**src/rtl/nn_alu_pkg.sv**
```systemverilog
// Shared opcodes, FSM state type and the signed saturation helper for the sequential NN ALU.
package nn_alu_pkg;

  localparam logic [3:0] OP_SUM  = 4'd1;
  localparam logic [3:0] OP_SUB  = 4'd2;
  localparam logic [3:0] OP_AND  = 4'd3;
  localparam logic [3:0] OP_OR   = 4'd4;
  localparam logic [3:0] OP_XOR  = 4'd5;
  localparam logic [3:0] OP_MUL  = 4'd6;
  localparam logic [3:0] OP_RELU = 4'd7;
  localparam logic [3:0] OP_MAXP = 4'd8;
  localparam logic [3:0] OP_FC   = 4'd9;
  localparam logic [3:0] OP_CONV = 4'd10;

  typedef enum logic [1:0] {
    ST_IDLE = 2'd0,
    ST_RUN  = 2'd1,
    ST_DONE = 2'd2
  } state_e;

  // Clamp a signed value into the w-bit signed range.
  function automatic logic signed [63:0] saturate(input logic signed [63:0] v,
                                                  input int unsigned w);
    logic signed [63:0] hi;
    logic signed [63:0] lo;
    hi = (64'sd1 <<< (w - 1)) - 64'sd1;
    lo = -(64'sd1 <<< (w - 1));
    if (v > hi) return hi;
    if (v < lo) return lo;
    return v;
  endfunction

endpackage

```
**src/rtl/mac_unit.sv**
```systemverilog
// Signed multiply-accumulate; load_i restarts the sum from bias_i instead of the held accumulator.
module mac_unit #(
  parameter int unsigned DATA_W = 8,
  parameter int unsigned ACC_W  = 32
) (
  input  logic                     clk_i,
  input  logic                     rst_n_i,
  input  logic                     en_i,
  input  logic                     load_i,
  input  logic signed [DATA_W-1:0] a_i,
  input  logic signed [DATA_W-1:0] b_i,
  input  logic signed [ACC_W-1:0]  bias_i,
  output logic signed [ACC_W-1:0]  sum_c
);

  logic signed [2*DATA_W-1:0] prod;
  logic signed [ACC_W-1:0]    acc_q;

  assign prod  = a_i * b_i;
  assign sum_c = (load_i ? bias_i : acc_q) + ACC_W'(prod);

  always_ff @(posedge clk_i or negedge rst_n_i) begin
    if (!rst_n_i) begin
      acc_q <= '0;
    end else if (en_i) begin
      acc_q <= sum_c;
    end
  end

endmodule

```
**src/rtl/nn_alu_seq.sv**
```systemverilog
// Sequential NN-extended ALU: single-cycle scalar ops, serial MaxPool/FC/Conv2d on one MAC.
module nn_alu_seq
  import nn_alu_pkg::*;
#(
  parameter int unsigned DATA_W = 8,
  parameter int unsigned ACC_W  = 32,
  parameter int unsigned MAT_N  = 4,
  parameter int unsigned K_SIZE = 3,
  parameter int unsigned FC_IN  = 4,
  parameter int unsigned FC_OUT = 4
) (
  input  logic                            clk_i,
  input  logic                            rst_n_i,
  input  logic                            start_i,
  input  logic [3:0]                      ALUCtrl_i,
  input  logic [31:0]                     data1_i,
  input  logic [31:0]                     data2_i,
  input  logic [DATA_W*MAT_N*MAT_N-1:0]   data_matrix_i,
  input  logic [DATA_W*MAT_N*MAT_N-1:0]   weight_matrix_i,
  output logic                            busy_o,
  output logic                            done_o,
  output logic [31:0]                     data_o,
  output logic                            Zero_o
);

  localparam int unsigned OUT_N    = MAT_N - K_SIZE + 1;
  localparam int unsigned MAT_BITS = DATA_W * MAT_N * MAT_N;
  localparam int unsigned MP_N     = 32 / DATA_W;
  localparam int unsigned IDX_W    = 8;

  // Element e of a packed word / matrix, element 0 at the MSB.
  function automatic logic signed [DATA_W-1:0] word_el(input logic [31:0] w,
                                                       input int unsigned e);
    return w[31 - e*DATA_W -: DATA_W];
  endfunction

  function automatic logic signed [DATA_W-1:0] mat_el(input logic [MAT_BITS-1:0] m,
                                                      input int unsigned e);
    return m[MAT_BITS - 1 - e*DATA_W -: DATA_W];
  endfunction

  function automatic logic [DATA_W-1:0] sat_el(input logic signed [ACC_W-1:0] v);
    return DATA_W'(saturate(64'(v), DATA_W));
  endfunction

  state_e                   state_q, state_d;
  logic [3:0]               op_q;
  logic [31:0]              d1_q, d2_q, res_q, res_d, final_c;
  logic [MAT_BITS-1:0]      dm_q, wm_q;
  logic [IDX_W-1:0]         i_q, i_d, o_q, o_d, kr_q, kr_d, kc_q, kc_d, r_q, r_d, c_q, c_d;
  logic signed [DATA_W-1:0] max_q, max_d, el_c;
  logic                     accept;
  logic                     mac_en, mac_load;
  logic signed [DATA_W-1:0] mac_a, mac_b;
  logic signed [ACC_W-1:0]  mac_bias, mac_sum;

  mac_unit #(.DATA_W(DATA_W), .ACC_W(ACC_W)) u_mac (
    .clk_i   (clk_i),
    .rst_n_i (rst_n_i),
    .en_i    (mac_en),
    .load_i  (mac_load),
    .a_i     (mac_a),
    .b_i     (mac_b),
    .bias_i  (mac_bias),
    .sum_c   (mac_sum)
  );

  // MAC operand selection from the current loop indices.
  always_comb begin
    mac_en   = 1'b0;
    mac_load = 1'b0;
    mac_a    = '0;
    mac_b    = '0;
    mac_bias = '0;
    if (state_q == ST_RUN && op_q == OP_FC) begin
      mac_en   = 1'b1;
      mac_load = (i_q == '0);
      mac_a    = word_el(d1_q, 32'(i_q));
      mac_b    = mat_el(wm_q, 32'(o_q) * FC_IN + 32'(i_q));
      mac_bias = ACC_W'(word_el(d2_q, 32'(o_q)));
    end else if (state_q == ST_RUN && op_q == OP_CONV) begin
      mac_en   = 1'b1;
      mac_load = (kr_q == '0) && (kc_q == '0);
      mac_a    = mat_el(dm_q, (32'(r_q) + 32'(kr_q)) * MAT_N + 32'(c_q) + 32'(kc_q));
      mac_b    = mat_el(wm_q, 32'(kr_q) * K_SIZE + 32'(kc_q));
      mac_bias = ACC_W'(word_el(d2_q, 32'd0));
    end
  end

  // Next state, loop counters and result assembly.
  always_comb begin
    state_d = state_q;
    i_d     = i_q;
    o_d     = o_q;
    kr_d    = kr_q;
    kc_d    = kc_q;
    r_d     = r_q;
    c_d     = c_q;
    res_d   = res_q;
    max_d   = max_q;
    final_c = res_q;
    el_c    = '0;
    accept  = 1'b0;
    case (state_q)
      ST_IDLE, ST_DONE: begin
        if (start_i) begin
          accept  = 1'b1;
          state_d = ST_RUN;
          i_d     = '0;
          o_d     = '0;
          kr_d    = '0;
          kc_d    = '0;
          r_d     = '0;
          c_d     = '0;
          res_d   = '0;
          max_d   = '0;
        end else if (state_q == ST_DONE) begin
          state_d = ST_IDLE;
        end
      end
      ST_RUN: begin
        case (op_q)
          OP_MAXP: begin
            el_c    = word_el(d1_q, 32'(i_q));
            max_d   = (i_q == '0 || el_c > max_q) ? el_c : max_q;
            i_d     = i_q + 1'b1;
            final_c = 32'(max_d);
            if (i_q == IDX_W'(MP_N - 1)) state_d = ST_DONE;
          end
          OP_FC: begin
            i_d = i_q + 1'b1;
            if (i_q == IDX_W'(FC_IN - 1)) begin
              res_d[31 - 32'(o_q)*DATA_W -: DATA_W] = sat_el(mac_sum);
              i_d = '0;
              o_d = o_q + 1'b1;
              if (o_q == IDX_W'(FC_OUT - 1)) state_d = ST_DONE;
            end
            final_c = res_d;
          end
          OP_CONV: begin
            kc_d = kc_q + 1'b1;
            if (kc_q == IDX_W'(K_SIZE - 1)) begin
              kc_d = '0;
              kr_d = kr_q + 1'b1;
              if (kr_q == IDX_W'(K_SIZE - 1)) begin
                kr_d = '0;
                res_d[31 - (32'(r_q)*OUT_N + 32'(c_q))*DATA_W -: DATA_W] = sat_el(mac_sum);
                c_d = c_q + 1'b1;
                if (c_q == IDX_W'(OUT_N - 1)) begin
                  c_d = '0;
                  r_d = r_q + 1'b1;
                  if (r_q == IDX_W'(OUT_N - 1)) state_d = ST_DONE;
                end
              end
            end
            final_c = res_d;
          end
          default: begin
            state_d = ST_DONE;
            case (op_q)
              OP_SUM:  final_c = d1_q + d2_q;
              OP_SUB:  final_c = d1_q - d2_q;
              OP_AND:  final_c = d1_q & d2_q;
              OP_OR:   final_c = d1_q | d2_q;
              OP_XOR:  final_c = d1_q ^ d2_q;
              OP_MUL:  final_c = d1_q * d2_q;
              OP_RELU: final_c = d1_q[31] ? '0 : d1_q;
              default: final_c = d1_q;
            endcase
          end
        endcase
      end
      default: state_d = ST_IDLE;
    endcase
  end

  // State, operand latches and registered outputs.
  always_ff @(posedge clk_i or negedge rst_n_i) begin
    if (!rst_n_i) begin
      state_q <= ST_IDLE;
      op_q    <= '0;
      d1_q    <= '0;
      d2_q    <= '0;
      dm_q    <= '0;
      wm_q    <= '0;
      i_q     <= '0;
      o_q     <= '0;
      kr_q    <= '0;
      kc_q    <= '0;
      r_q     <= '0;
      c_q     <= '0;
      res_q   <= '0;
      max_q   <= '0;
      busy_o  <= 1'b0;
      done_o  <= 1'b0;
      data_o  <= '0;
      Zero_o  <= 1'b0;
    end else begin
      state_q <= state_d;
      i_q     <= i_d;
      o_q     <= o_d;
      kr_q    <= kr_d;
      kc_q    <= kc_d;
      r_q     <= r_d;
      c_q     <= c_d;
      res_q   <= res_d;
      max_q   <= max_d;
      busy_o  <= (state_d == ST_RUN);
      done_o  <= (state_d == ST_DONE);
      if (accept) begin
        op_q <= ALUCtrl_i;
        d1_q <= data1_i;
        d2_q <= data2_i;
        dm_q <= data_matrix_i;
        wm_q <= weight_matrix_i;
      end
      if (state_q == ST_RUN && state_d == ST_DONE) begin
        data_o <= final_c;
        Zero_o <= (d1_q == d2_q);
      end
    end
  end

endmodule
```
**config.mk**
```make
export PLATFORM = sky130hd
export DESIGN_NAME = nn_alu_seq
export DESIGN_NICKNAME = d
export VERILOG_FILES = /design/src/rtl/nn_alu_pkg.sv /design/src/rtl/mac_unit.sv /design/src/rtl/nn_alu_seq.sv
export SDC_FILE = /design/constraint.sdc
export NUM_CORES = 2
export LEC_CHECK = 0
export CAP_MARGIN = 20
export CORE_UTILIZATION = 35
export DETAILED_ROUTE_END_ITERATION = 16
export PLACE_DENSITY = 0.64
export SLEW_MARGIN = 5
export SYNTH_ARGS = -nofsm -noshare
export SYNTH_HDL_FRONTEND = slang
export SYNTH_HIERARCHICAL = 1
export SYNTH_SLANG_ARGS = --single-unit
```
**constraint.sdc**
```tcl
create_clock -name clk_i -period 12 [get_ports clk_i]
set_input_delay 1.2 -clock clk_i [delete_from_list [all_inputs] [get_ports clk_i]]
set_output_delay 1.2 -clock clk_i [all_outputs]
set_load 0.03 [all_outputs]
```
==> key figures <==
Outcome
  • Outcome: finished, final reports clean

Yosys
  • Ys flop type: dfrtp_1
  • Distinct cell type count after synthesis: 89
  • Top cell type's share of synthesized area: 0.234
  • Syn. warnings: 6
  • Syn_nets: 7,009
  • Top area cells in the synthesized netlist: dfrtp_1 23%, fa_1 22%, nand2_1 9.5%
  • Synth Register Bits: 481
  • Post-synth ARST share: 1.00
  • Mapped Avg Cell Area: 8.93 um2
  • Mapped cell area: 51,500 um2
  • Post-synth EDFFs: 0
  • Mapped Cells: 5,770
  • Sequential share of the synthesized area: 0.234
  • Synth area leader: dfrtp_1

Setup path
  • Worst EP required: 12,520 ps
  • Critical path's largest stage delay: 520 ps
  • CP startpoint kind: register
  • Most used cell along the critical path: xnor2_1
  • Slowest cell on crit path: fa_1
  • Worst Path Arrival: 11,750 ps
  • Crit path capture type: register
  • CP max FO: 11
  • Crit path kind: register to register

Clock tree
  • Clk_lat worst skew: 710 ps
  • CTS root buf: clkbuf_16
  • Htree depth: 2
  • CTS tree: yes
  • Sink Count: 481
  • Inserted Clock Buffers: 57
  • Cts hold-fix bufs: 0
  • CTS max path bufs: 3
  • Clock-pin slew of the registers on the worst-case setup and hold paths: 60 ps

Global routing
  • Largest net degree at the start of global routing: 166
  • Initial antenna violation count: 28
  • Total gr overflow: 0
  • First-pass GRT wire length: 286,000 um
  • Vias in the first global route: 45,200
  • Tot GR Track Use: 0.255

Floorplanning
  • Core region area: 146,000 um2
  • Die Y: 386 um
  • Starting density of the core: 0.353
  • Die Wd: 386 um
  • IO Pins: 362
  • Die Area: 149,000 um2
  • Row count: 140

Timing
  • Minimum clock period: 11,230 ps
  • Worst Tran Pin Value: 1150 ps
  • Layout Skew: 50.0 ps
  • Final Hold Viols: 0
  • Fmax: 0.0891 GHz
  • Slew Limit Fails: 0
  • RSZ-0062 raised after global routing: false
  • Relative slew slack: 0.232
  • Setup TNS: 0 ps
  • Fin crit share: 0.936
  • Setup Viol. Count Final: 0

Detailed routing
  • Final ANT Viol Nets: 0
  • Final wirelength: 189,000 um
  • Drt first pass iters: 9
  • Iteration-0 DRC count of the detailed router: 4,835
  • Total number of vias: 44,500
  • Per-cell routed wire length: 23.6 um
  • DRC viols: 0
  • Vias per cell: 5.57

Cells and area
  • Share of cells above drive strength 1: 0.0796
  • Finished Layout Cells: 7,994
  • Post-route cell area: 59,700 um2
  • Final nets: 7,256
  • Final core utilization: 0.409
  • Synth-to-layout area growth: 15.9%

Placement
  • IO Port Bufs: 361
  • Placement Cell Area: 57,500 um2
  • Placed cells: 7,869
  • Detail Placement HPWL: 142,000 um
  • GP Congestion: 0.984

Hold path
  • Hold Path Class: register to register

Run
  • Maxcap violations: 0
## per-layer routing
layer	wire length, um	vias to the layer above	track usage	share of wire
met4	9710	36	0.115	0.051
met5	224	-	0	0.0012
li1	-	19500	-	-
met3	19700	534	0.0652	0.10
met1	76700	22200	0.345	0.41
met2	82500	2252	0.384	0.44
## synth_stat cells, drive strengths merged, types with 9 or more instances
master	count
a221o	11
o21bai	22
a21boi	9
nand2	1300
nor2b	18
o21ai	248
o31ai	18
clkinv	15
nand3	46
mux2i	79
nand2b	28
xnor2	133
a22oi	20
nor4	21
inv	668
mux4	133
mux2	46
dfrtp	481
buf	40
o22ai	37
nor2	464
and2	43
nand4	26
o211ai	45
clkbuf	272
a211oi	26
a2111oi	9
a31oi	24
a21o	45
fa	560
a21oi	194
a222oi	17
xor2	42
o221ai	26
and3	18
nand4b	9
a221oi	22
ha	352
a32o	21
nor3	58
o21a	20
## flip-flops by register name (all words and copies together), names as in the netlist, 2 cells and up
register     flops
dm_q           128
wm_q           128
d1_q            32
d2_q            32
data_o          32
res_q           32
u_mac/acc_q     32
c_q              8
i_q              8
kc_q             8
kr_q             8
max_q            8
o_q              8
r_q              8
op_q             4
state_q          2
## cell families after synthesis
| family | Yosys count | share of synthesized area |
|---|---|---|
| compound gates | 884 | 0.113 |
| xor+xnor | 175 | 0.0297 |
| fa+ha+maj | 912 | 0.303 |
| buf+inv | 995 | 0.0727 |
| flops | 481 | 0.234 |
| mux | 258 | 0.0836 |
| simple gates | 2065 | 0.164 |
## cell type report
class / instances / area, um2
Clock buffer: 73 / 1600
Antenna cell: 12 / 30.0
Tap cell: 1917 / 2400
Fill cell: 14300 / 86200
Sequential cell: 481 / 12000
Multi-Input combinational cell: 4294 / 35900
Clock inverter: 34 / 454
Inverter: 683 / 2570
Timing Repair Buffer: 500 / 4720
## worst paths after layout
path,from,end,slack (ps),depth (start not counted)
hold reg to reg,dm_q[37],dm_q[37],470,2
setup / recovery,kr_q[0],data_o[29],770,45
max in group asynchronous,rst_n_i,Zero_o,9220,3
hold / removal,dm_q[37],dm_q[37],470,2
min in group asynchronous,rst_n_i,dm_q[12],590,1
setup reg to reg,kr_q[0],data_o[29],770,45
## worst max-delay path, delay by kind of cell (launching register included)
family / cells / cell delay, ps
AND/OR/NAND/NOR: 6 / 1030
flip-flops: 1 / 380
XOR/XNOR: 7 / 1040
AO/OA/AOI/OAI: 13 / 2940
multiplexers: 1 / 300
adder cells (fa/ha/maj): 11 / 4340
buffers and inverters: 7 / 1000
## through the flow
step                      hold WS, ps  setup slack [ps]
after floorplan                   440              1090
after global placement            453               477
after detailed placement          459               327
after CTS                         474               246
after global routing              492              29.9
final                             472               774
## placed cells by master (no fill, tap or decap), drive strengths merged, types with 21 or more instances in the layout
cell,count
nand2,1300
inv,669
fa,560
dfrtp,481
nor2,464
clkdlybuf4s50,360
ha,352
o21ai,248
a21oi,194
buf,140
mux4,133
xnor2,133
mux2i,79
clkbuf,73
nor3,58
nand3,46
mux2,46
o211ai,45
a21o,45
and2,43
xor2,42
o22ai,37
clkinv,34
nand2b,28
nand4,26
o221ai,26
a211oi,26
a31oi,24
o21bai,22
a221oi,22
a32o,21
nor4,21
## what timing repair did
action	4_1_cts	5_1_grt
endpoints found under the setup margin	0	56
setup buffers	0	3
gates resized for setup	0	16
Power is not shown: default switching activity piles up to over one toggle a cycle in this logic, so the estimate is an artifact.
